--- src/rtl/clkdvd_pkg.sv ---
`default_nettype none
// ============================================================================
//  Module      : clkdvd_pkg
//  Description : Shared definitions for the clock-divider rate selector and
//                the downstream divider. Holds the 2-bit Gray-coded divider
//                select encodings, the selector control-FSM state type and
//                the Gray step helper used to walk the select ring.
//  Revision    : 1.0 - initial release
// ============================================================================
package clkdvd_pkg;

    // Divider select encodings. Adjacent ratios differ in exactly one bit,
    // so the downstream divider never decodes a transient foreign ratio.
    typedef logic [1:0] sel_t;

    localparam sel_t SEL_DIV2  = 2'b00;
    localparam sel_t SEL_DIV4  = 2'b01;
    localparam sel_t SEL_DIV8  = 2'b11;
    localparam sel_t SEL_DIV16 = 2'b10;

    // Selector control FSM states.
    //   ST_IDLE    : neither button debounced high
    //   ST_HOLD_UP : only up debounced high (auto-repeat forward)
    //   ST_HOLD_DN : only down debounced high (auto-repeat backward)
    //   ST_LOCK    : both debounced high, stepping suppressed
    typedef enum logic [1:0] {
        ST_IDLE    = 2'd0,
        ST_HOLD_UP = 2'd1,
        ST_HOLD_DN = 2'd2,
        ST_LOCK    = 2'd3
    } state_t;

    // One position along the ring DIV2 -> DIV4 -> DIV8 -> DIV16 -> DIV2
    // (fwd=1) or the reverse (fwd=0). Any input maps to a valid code.
    function automatic sel_t sel_step(input sel_t cur, input logic fwd);
        sel_t nxt;
        nxt = cur;
        case (cur)
            SEL_DIV2:  nxt = fwd ? SEL_DIV4  : SEL_DIV16;
            SEL_DIV4:  nxt = fwd ? SEL_DIV8  : SEL_DIV2;
            SEL_DIV8:  nxt = fwd ? SEL_DIV16 : SEL_DIV4;
            default:   nxt = fwd ? SEL_DIV2  : SEL_DIV8;
        endcase
        return nxt;
    endfunction

endpackage : clkdvd_pkg
`default_nettype wire

--- src/rtl/btn_debounce.sv ---
`default_nettype none
// ============================================================================
//  Module      : btn_debounce
//  Description : Push-button conditioner. A raw asynchronous button is
//                brought into the clk domain through a 2-flop synchronizer,
//                then filtered by a run-length counter: the debounced level
//                only flips after DEBOUNCE_CYCLES consecutive synchronized
//                samples disagree with it. A one-cycle rise pulse marks each
//                0->1 flip of the debounced level.
//  Ports       : clk      - clock, rising edge active
//                rst      - asynchronous active-high reset
//                i_btn    - raw bouncing button, high = pressed
//                o_level  - debounced level (registered)
//                o_rise   - one-cycle pulse, high in the cycle after the
//                           edge on which o_level went 0->1 (registered,
//                           coincident with o_level first reading high)
//  Revision    : 1.0 - initial release
// ============================================================================
module btn_debounce #(
    parameter int DEBOUNCE_CYCLES = 16
) (
    input  logic clk,
    input  logic rst,
    input  logic i_btn,
    output logic o_level,
    output logic o_rise
);

    // The counter only ever holds 0..DEBOUNCE_CYCLES-1; it clears on the
    // edge that would take it to DEBOUNCE_CYCLES.
    localparam int                 c_CNT_W    = $clog2(DEBOUNCE_CYCLES + 1);
    localparam logic [c_CNT_W-1:0] c_CNT_LAST = c_CNT_W'(DEBOUNCE_CYCLES - 1);
    localparam logic [c_CNT_W-1:0] c_CNT_ONE  = c_CNT_W'(1);

    logic               r_sync1;
    logic               r_sync2;
    logic [c_CNT_W-1:0] r_cnt;
    logic               r_level;
    logic               r_rise;

    always_ff @(posedge clk or posedge rst) begin
        if (rst) begin
            r_sync1 <= 1'b0;
            r_sync2 <= 1'b0;
            r_cnt   <= '0;
            r_level <= 1'b0;
            r_rise  <= 1'b0;
        end else begin
            r_sync1 <= i_btn;
            r_sync2 <= r_sync1;
            r_rise  <= 1'b0;
            if (r_sync2 == r_level) begin
                // Any agreeing sample restarts the run.
                r_cnt <= '0;
            end else if (r_cnt == c_CNT_LAST) begin
                // This edge completes DEBOUNCE_CYCLES disagreeing samples.
                r_cnt   <= '0;
                r_level <= r_sync2;
                r_rise  <= r_sync2;
            end else begin
                r_cnt <= r_cnt + c_CNT_ONE;
            end
        end
    end

    assign o_level = r_level;
    assign o_rise  = r_rise;

endmodule : btn_debounce
`default_nettype wire

--- src/rtl/rate_select.sv ---
`default_nettype none
// ============================================================================
//  Module      : rate_select
//  Description : Two-button rate selector for the downstream clock divider.
//                Each button is synchronized and debounced; a control FSM
//                turns debounced presses into single Gray-code steps of the
//                divider select and auto-repeats while one button is held.
//                Pressing both buttons locks the selection until both are
//                released.
//  Ports       : clk     - sole clock, rising edge active
//                rst     - asynchronous active-high reset
//                btn_up  - raw button, high = pressed, steps forward
//                btn_dn  - raw button, high = pressed, steps backward
//                sel     - registered divider select (00=/2 01=/4 11=/8 10=/16)
//                sel_chg - one-cycle pulse in the cycle sel takes a new value
//  Revision    : 1.0 - initial release
// ============================================================================
module rate_select
    import clkdvd_pkg::*;
#(
    parameter int DEBOUNCE_CYCLES = 16,
    parameter int REPEAT_DELAY    = 1024,
    parameter int REPEAT_PERIOD   = 256
) (
    input  logic       clk,
    input  logic       rst,
    input  logic       btn_up,
    input  logic       btn_dn,
    output logic [1:0] sel,
    output logic       sel_chg
);

    // ------------------------------------------------------------------
    // Repeat counter sizing. The counter counts cycles since the last step
    // issued in a HOLD state and never exceeds the larger interval minus 1.
    // ------------------------------------------------------------------
    localparam int c_RPT_MAX = (REPEAT_DELAY > REPEAT_PERIOD) ? REPEAT_DELAY
                                                              : REPEAT_PERIOD;
    localparam int                 c_RPT_W       = $clog2(c_RPT_MAX + 1);
    localparam logic [c_RPT_W-1:0] c_DELAY_LAST  = c_RPT_W'(REPEAT_DELAY - 1);
    localparam logic [c_RPT_W-1:0] c_PERIOD_LAST = c_RPT_W'(REPEAT_PERIOD - 1);
    localparam logic [c_RPT_W-1:0] c_RPT_ONE     = c_RPT_W'(1);

    // ------------------------------------------------------------------
    // Button conditioning
    // ------------------------------------------------------------------
    logic w_up_level;
    logic w_up_rise;
    logic w_dn_level;
    logic w_dn_rise;

    btn_debounce #(
        .DEBOUNCE_CYCLES (DEBOUNCE_CYCLES)
    ) u_dbnc_up (
        .clk     (clk),
        .rst     (rst),
        .i_btn   (btn_up),
        .o_level (w_up_level),
        .o_rise  (w_up_rise)
    );

    btn_debounce #(
        .DEBOUNCE_CYCLES (DEBOUNCE_CYCLES)
    ) u_dbnc_dn (
        .clk     (clk),
        .rst     (rst),
        .i_btn   (btn_dn),
        .o_level (w_dn_level),
        .o_rise  (w_dn_rise)
    );

    // ------------------------------------------------------------------
    // Control FSM with registered select and change pulse
    // ------------------------------------------------------------------
    state_t             r_state;
    sel_t               r_sel;
    logic               r_sel_chg;
    logic [c_RPT_W-1:0] r_rpt_cnt;
    logic               r_rpt_first;   // next repeat is the initial (long) one

    logic [c_RPT_W-1:0] w_rpt_target;
    logic               w_rpt_hit;

    // The counter holds (cycles since the last step - 1), so a hit on the
    // target means this edge is exactly DELAY or PERIOD cycles later.
    assign w_rpt_target = r_rpt_first ? c_DELAY_LAST : c_PERIOD_LAST;
    assign w_rpt_hit    = (r_rpt_cnt == w_rpt_target);

    always_ff @(posedge clk or posedge rst) begin
        if (rst) begin
            r_state     <= ST_IDLE;
            r_sel       <= SEL_DIV2;
            r_sel_chg   <= 1'b0;
            r_rpt_cnt   <= '0;
            r_rpt_first <= 1'b1;
        end else begin
            r_sel_chg <= 1'b0;
            case (r_state)
                ST_IDLE: begin
                    // Repeat timing always starts fresh on entry to HOLD.
                    r_rpt_cnt   <= '0;
                    r_rpt_first <= 1'b1;
                    if (w_up_rise && w_dn_rise) begin
                        r_state <= ST_LOCK;
                    end else if (w_up_rise) begin
                        r_state   <= ST_HOLD_UP;
                        r_sel     <= sel_step(r_sel, 1'b1);
                        r_sel_chg <= 1'b1;
                    end else if (w_dn_rise) begin
                        r_state   <= ST_HOLD_DN;
                        r_sel     <= sel_step(r_sel, 1'b0);
                        r_sel_chg <= 1'b1;
                    end
                end

                ST_HOLD_UP: begin
                    if (w_dn_level) begin
                        // Second button joins: suppress stepping, drop any
                        // pending repeat.
                        r_state   <= ST_LOCK;
                        r_rpt_cnt <= '0;
                    end else if (!w_up_level) begin
                        r_state   <= ST_IDLE;
                        r_rpt_cnt <= '0;
                    end else if (w_rpt_hit) begin
                        r_sel       <= sel_step(r_sel, 1'b1);
                        r_sel_chg   <= 1'b1;
                        r_rpt_cnt   <= '0;
                        r_rpt_first <= 1'b0;
                    end else begin
                        r_rpt_cnt <= r_rpt_cnt + c_RPT_ONE;
                    end
                end

                ST_HOLD_DN: begin
                    if (w_up_level) begin
                        r_state   <= ST_LOCK;
                        r_rpt_cnt <= '0;
                    end else if (!w_dn_level) begin
                        r_state   <= ST_IDLE;
                        r_rpt_cnt <= '0;
                    end else if (w_rpt_hit) begin
                        r_sel       <= sel_step(r_sel, 1'b0);
                        r_sel_chg   <= 1'b1;
                        r_rpt_cnt   <= '0;
                        r_rpt_first <= 1'b0;
                    end else begin
                        r_rpt_cnt <= r_rpt_cnt + c_RPT_ONE;
                    end
                end

                ST_LOCK: begin
                    // Stay locked until both buttons are released, even if
                    // one of them is let go earlier.
                    r_rpt_cnt   <= '0;
                    r_rpt_first <= 1'b1;
                    if (!w_up_level && !w_dn_level) begin
                        r_state <= ST_IDLE;
                    end
                end

                default: begin
                    r_state     <= ST_IDLE;
                    r_rpt_cnt   <= '0;
                    r_rpt_first <= 1'b1;
                end
            endcase
        end
    end

    assign sel     = r_sel;
    assign sel_chg = r_sel_chg;

endmodule : rate_select
`default_nettype wire

--- config.mk ---
export PLATFORM = sky130hd
export DESIGN_NAME = rate_select
export DESIGN_NICKNAME = d
export VERILOG_FILES = /design/src/rtl/clkdvd_pkg.sv /design/src/rtl/btn_debounce.sv /design/src/rtl/rate_select.sv
export SDC_FILE = /design/constraint.sdc
export NUM_CORES = 1
export LEC_CHECK = 0
export ABC_AREA = 1
export BUFFER_PORTS_ARGS = -buffer_cell sky130_fd_sc_hd__buf_2
export CORE_MARGIN = 2
export CORE_UTILIZATION = 44
export DETAILED_ROUTE_END_ITERATION = 8
export GPL_TIMING_DRIVEN = 0
export PLACE_DENSITY_LB_ADDON = 0.12
export SLEW_MARGIN = 0
export SYNTH_ARGS = -nofsm -noshare
export SYNTH_HDL_FRONTEND = slang
export SYNTH_HIERARCHICAL = 1
export SYNTH_SLANG_ARGS = --single-unit
--- constraint.sdc ---
create_clock -name clk -period 2.52 [get_ports clk]
set_input_delay 0 -clock clk [delete_from_list [all_inputs] [get_ports clk]]
set_output_delay 0 -clock clk [all_outputs]
set_load 0.01 [all_outputs]
Yosys cells after proc, flatten, opt, wreduce, memory -nomap -nowiden. Cells that the tools add are included.

$add $sub $neg: 3. $mul: 0. Div/mod/pow operators: 0. Order comparisons: 0. Eq/ne operators: 22. Shifts and indexed selects: 0. Multiplexer cells: 51. Bitwise logic cells: 2. Reduce and logical (&&, ||, !) cells: 13.

Operators by type and width (count): 11-bit two-way mux (5); 2-bit two-way mux (17); 11-bit case mux with 3 select lines (1); 5-bit two-way mux (4); 2-bit case mux with 3 select lines (3); 1-bit two-way mux (17); 2-bit != test (second input constant) (6); 11-bit by 1-bit adder with 11-bit output (second input constant) (1); 11-bit by 10-bit equality test with 1-bit output (1); 5-bit by 1-bit adder with 5-bit output (second input constant) (2); 5-bit by 4-bit equality test with 1-bit output (second input constant) (2); 10-bit two-way mux (1); 9-bit AND reduction (1); 2-bit case mux with 4 select lines (1); 4-bit AND reduction (2); 2-bit equality test (second input constant) (3); 1-bit case mux with 3 select lines (2); 2-bit by 1-bit equality test with 1-bit output (second input constant) (2); 2-bit logical NOT (2); 2-bit by 1-bit != test with 1-bit output (second input constant) (2); 4-bit by 2-bit != test with 1-bit output (second input constant) (1); 2-bit AND reduction (2); 3-bit by 1-bit != test with 1-bit output (second input constant) (1); 3-bit by 2-bit != test with 1-bit output (second input constant) (1); other kinds (7) (11).

Register bits after elaboration: 35. Bits in latches: 0. Memory bits (writable): 0. Memory bits (read-only): 0. Input port bits: 4. Output and inout bits: 3. Logic and storage cells: 106. Memories kept: 0.

Logic depth before layout (Yosys ltp).
Depth after elaboration: 6. Gate-level depth with buffers: 10. Gate-level depth less buffers: 10.

Hierarchy. The synthesis kept the hierarchy.

By module, submodules not included: rate_select (times used 1, cells an instance 147, area each 1148.6 µm², seq. area each 426.7 µm²); btn_debounce (times used 2, cells an instance 39, area each 359.1 µm², seq. area each 225.2 µm²).

Worst setup path after synthesis. OpenSTA, ideal clock, no wires.

Path kind: flip-flop to flip-flop. Start: register r_state[0]. End: register r_sel[0], in the netlist sel[0]. Setup time: 117 ps. Arrival time: 1358 ps. Data required time: 2403 ps. Path slack: 1045 ps. Stages on the path, launching flop included: 11. Buffers on the path: 0. Period minus slack after synthesis: 1475 ps. Cells stage by stage: dfrtp_1 > inv_1 > ha_1 > inv_1 > nand2_1 > nand3_1 > nand2_1 > nor2_1 > nand2_2 > nand2_1 > nand2_1.

Word-level cells in the longest chain between the ends: 3. Elaborated cells between the ends (all ways): 14. Classes of those cells: 10 x eq/ne; 1 x mux; 3 x reduce/logical.

RTL lines: start: declaration (line rate_select.sv:75) `state_t r_state;`; start signal: assignment (line rate_select.sv:91) `r_state <= ST_IDLE;`; start signal: assignment (line rate_select.sv:104) `r_state <= ST_LOCK;`; start signal: assignment (line rate_select.sv:106) `r_state <= ST_HOLD_UP;`; 2-bit by 1-bit equality test with 1-bit output, or another cell as far along (line rate_select.sv:98) `case (r_state)`; 2-bit != test (no line), or another cell as far along; 9-bit AND reduction (no line); end signal: assignment (line rate_select.sv:107) `r_sel <= sel_step(r_sel, 1'b1);`; end signal: assignment (line rate_select.sv:111) `r_sel <= sel_step(r_sel, 1'b0);`; end signal: assignment (line rate_select.sv:126) `r_sel <= sel_step(r_sel, 1'b1);`; end: declaration (line rate_select.sv:76) `sel_t r_sel;`.

Several ways; a longest one is shown, not always the timed one. A chain may end at the register's enable or synchronous reset.

Worst setup path in the final report. Same ends and word-level chain as after synthesis.

==> metrics.cfg <==
[status]
status=finished clean

[power_and_ir_drop]
pwr-share-clk=0.314
switchingPower_uw=410.0
p_leak_nw=1.044
p_comb_frac=0.207
swShare=0.3099
p_seq_frac=0.479
p_total_mw=1.323
p_per_area_nw_per_um2=637.1
ir_worst_vdd_mv=0.4874
p_int_uw=913.2

[floorplanning]
core_area_sq_um=4029
initial_utilization=0.4634
io-pin-count=7
rows=23
die_x_microns=69.14
die_h_microns=69.14
dieArea_sq_um=4780

[detailed_routing]
routed_wirelength_mm=3.041
dr_total_vias=1347
drc=0
first_iter_violations=67
avgRoutedWirePerCell_microns=10.45
viasPerCell=4.629
firstDrtPassIters=4
antenna_left=0

[timing]
finalHoldViolCount=0
slew_violations=0
setup_viol=0
fin_tns_setup_ns=0
worst_pin_slew_ns=0.6585
rsz0062_at_grt=false
fin_crit_ns=1.658
period_share=0.6578
slew_headroom=0.5605
max_freq_mhz=603.3
setup_ws_ns=0.8623
holdWs_ns=0.2278
fin_skew_ns=0.009965

[final_layout]
n_antenna_cell=0
drive_gt1_frac=0.1245
fillers=383
final_cell_mix=nand2_1, inv_1, dfrtp_1
nNetsFinal=258
area_delta_synth_final_pct=11.26
finish.utilization=0.5155
final_common_cell=nand2_1

[critical_path]
critPathLaunchType=register
critical_path_class=register to register
crit_fanout=5
cp-end-kind=register
cp.arrival_ns=1.85
cp_data_required_time_ns=2.71

[global_routing]
grt_max_degree=18
grt_first_pass_wirelength_mm=5.361
grt_pass1_vias=1254
antenna_found_initial=0
grt-ovfl-total=0
grt.total_usage=0.1417

[synthesis]
synth.area.top_cells=dfrtp_1, nand2_1, ha_1, inv_1, nor2_1
syn_inst=225
synth_top_cell_by_area=dfrtp_1
async_flop_share=1.000
synthesis.area_sq_um=1867
synth_cell_type_count=23
synth_nets=242
ys.warnings.count=6
synth_top_cell_area_share=0.4558
ys.flop_type=dfrtp_1
ys_ff_latch=35
synth_area_per_cell_sq_um=8.297
synth-edff-count=0
synth_seq_area_share=0.4698

[clocking]
cts_root_buf=clkbuf_8
post_cts_resized=0
clk_latency_ns=0.29
cts.htree.levels=2
numCtsBuffers=5
clock-sinks=35
clock_path_buffers=2
cts_tree=done
post_cts_buffers=0
clk_pin_slew_ns=0.07

[job]
drv_cap=0

[place]
place_ws_ns=0.8721
hpwl_mm=2.298
portBuffers=6
place.gp.congestion=0.7646

[worst_hold_path]
hold_class=primary input to asynchronous set/reset pin

metrics by stage:
stage / instance area (sq um) / std cells
after floorplan: 1867 / 225
after global routing: 2077 / 291
after CTS: 2077 / 291
after global placement: 1959 / 281
final: 2077 / 291
after detailed placement: 1959 / 281
flip-flops by register name, summed over array words and instances (netlist names):
name and flops:
r_rpt_cnt 11, r_rpt_first 1, r_state 2, sel 2
sel_chg 1, u_dbnc_dn/o_level 1, u_dbnc_dn/o_rise 1, u_dbnc_dn/r_cnt 5
u_dbnc_dn/r_sync1 1, u_dbnc_dn/r_sync2 1, u_dbnc_up/o_level 1, u_dbnc_up/o_rise 1
u_dbnc_up/r_cnt 5, u_dbnc_up/r_sync1 1, u_dbnc_up/r_sync2 1
cells by family after synthesis:
logic type / share of synthesized area
AO/OA/AOI/OAI: 0.05295
AND/OR/NAND/NOR: 0.2855
adder cells (fa/ha/maj): 0.08713
buffers and inverters: 0.07641
flip-flops: 0.4698
XOR/XNOR: 0.02816
final cells by class:
cell class	instances	area [sq um]	share of cell area
clock buffer	6	82.58	0.03976
clock inverter	1	5.005	0.002410
inverter	38	142.6	0.06867
multi-input combinational	152	847.1	0.4078
sequential	35	877.1	0.4223
tap	50	62.56	0.03012
timing repair buffer	9	60.06	0.02892
per-layer routing:
layer | track usage | vias up | share of wire
met5 | 0 | - | 0
met4 | 0.07190 | 0 | 0.021
met3 | 0.04825 | 6 | 0.029
met2 | 0.2233 | 11 | 0.45
met1 | 0.1718 | 601 | 0.50
li1 | - | 729 | -
repair_timing:
item                                   4_1_cts  5_1_grt
endpoints found under the hold margin       36        0
setup endpoints to repair                    0        0
hold buffers                                 3        0
cells in the mapped netlist (5+ instances only):
master,count
a21oi_1,6
dfrtp_1,34
ha_1,13
inv_1,36
nand2_1,47
nand3_1,18
nand4_1,5
nor2_1,28
o21ai_0,11
critical path: stages (launching register included):
cell and delay (ns):
dfrtp_1 0.43, inv_1 0.12, ha_1 0.33, inv_1 0.09, o21ai_0 0.16, inv_1 0.05, nor2_1 0.19, nand2_2 0.08
nand2_1 0.06, nand2_1 0.05
final timing paths:
kind	end	slack (ns)	from	cells past startpoint
worst max-delay path	sel[0]	0.86	r_state[0]	9
worst min register to register	u_dbnc_dn/r_sync2	0.35	u_dbnc_dn/r_sync1	0
min in group clk	u_dbnc_dn/r_sync1	0.35	btn_dn	2
worst min-delay path	u_dbnc_dn/r_cnt[4]	0.23	rst	3
worst max register to register	sel[0]	0.86	r_state[0]	9
max in group asynchronous	r_rpt_cnt[1]	1.73	rst	3
power by group through the flow:
| stage | clock (mW) | combinational (mW) | sequential, mW |
|---|---|---|---|
| finish | 0.416 | 0.274 | 0.634 |
| detailed placement | 0 | 0.273 | 0.644 |
| CTS | 0.433 | 0.276 | 0.633 |
| floorplan | 0 | 0.209 | 0.642 |
| global placement | 0 | 0.269 | 0.642 |
| global route | 0.459 | 0.317 | 0.640 |
No activity file was read; power rests on OpenSTA's default activity.
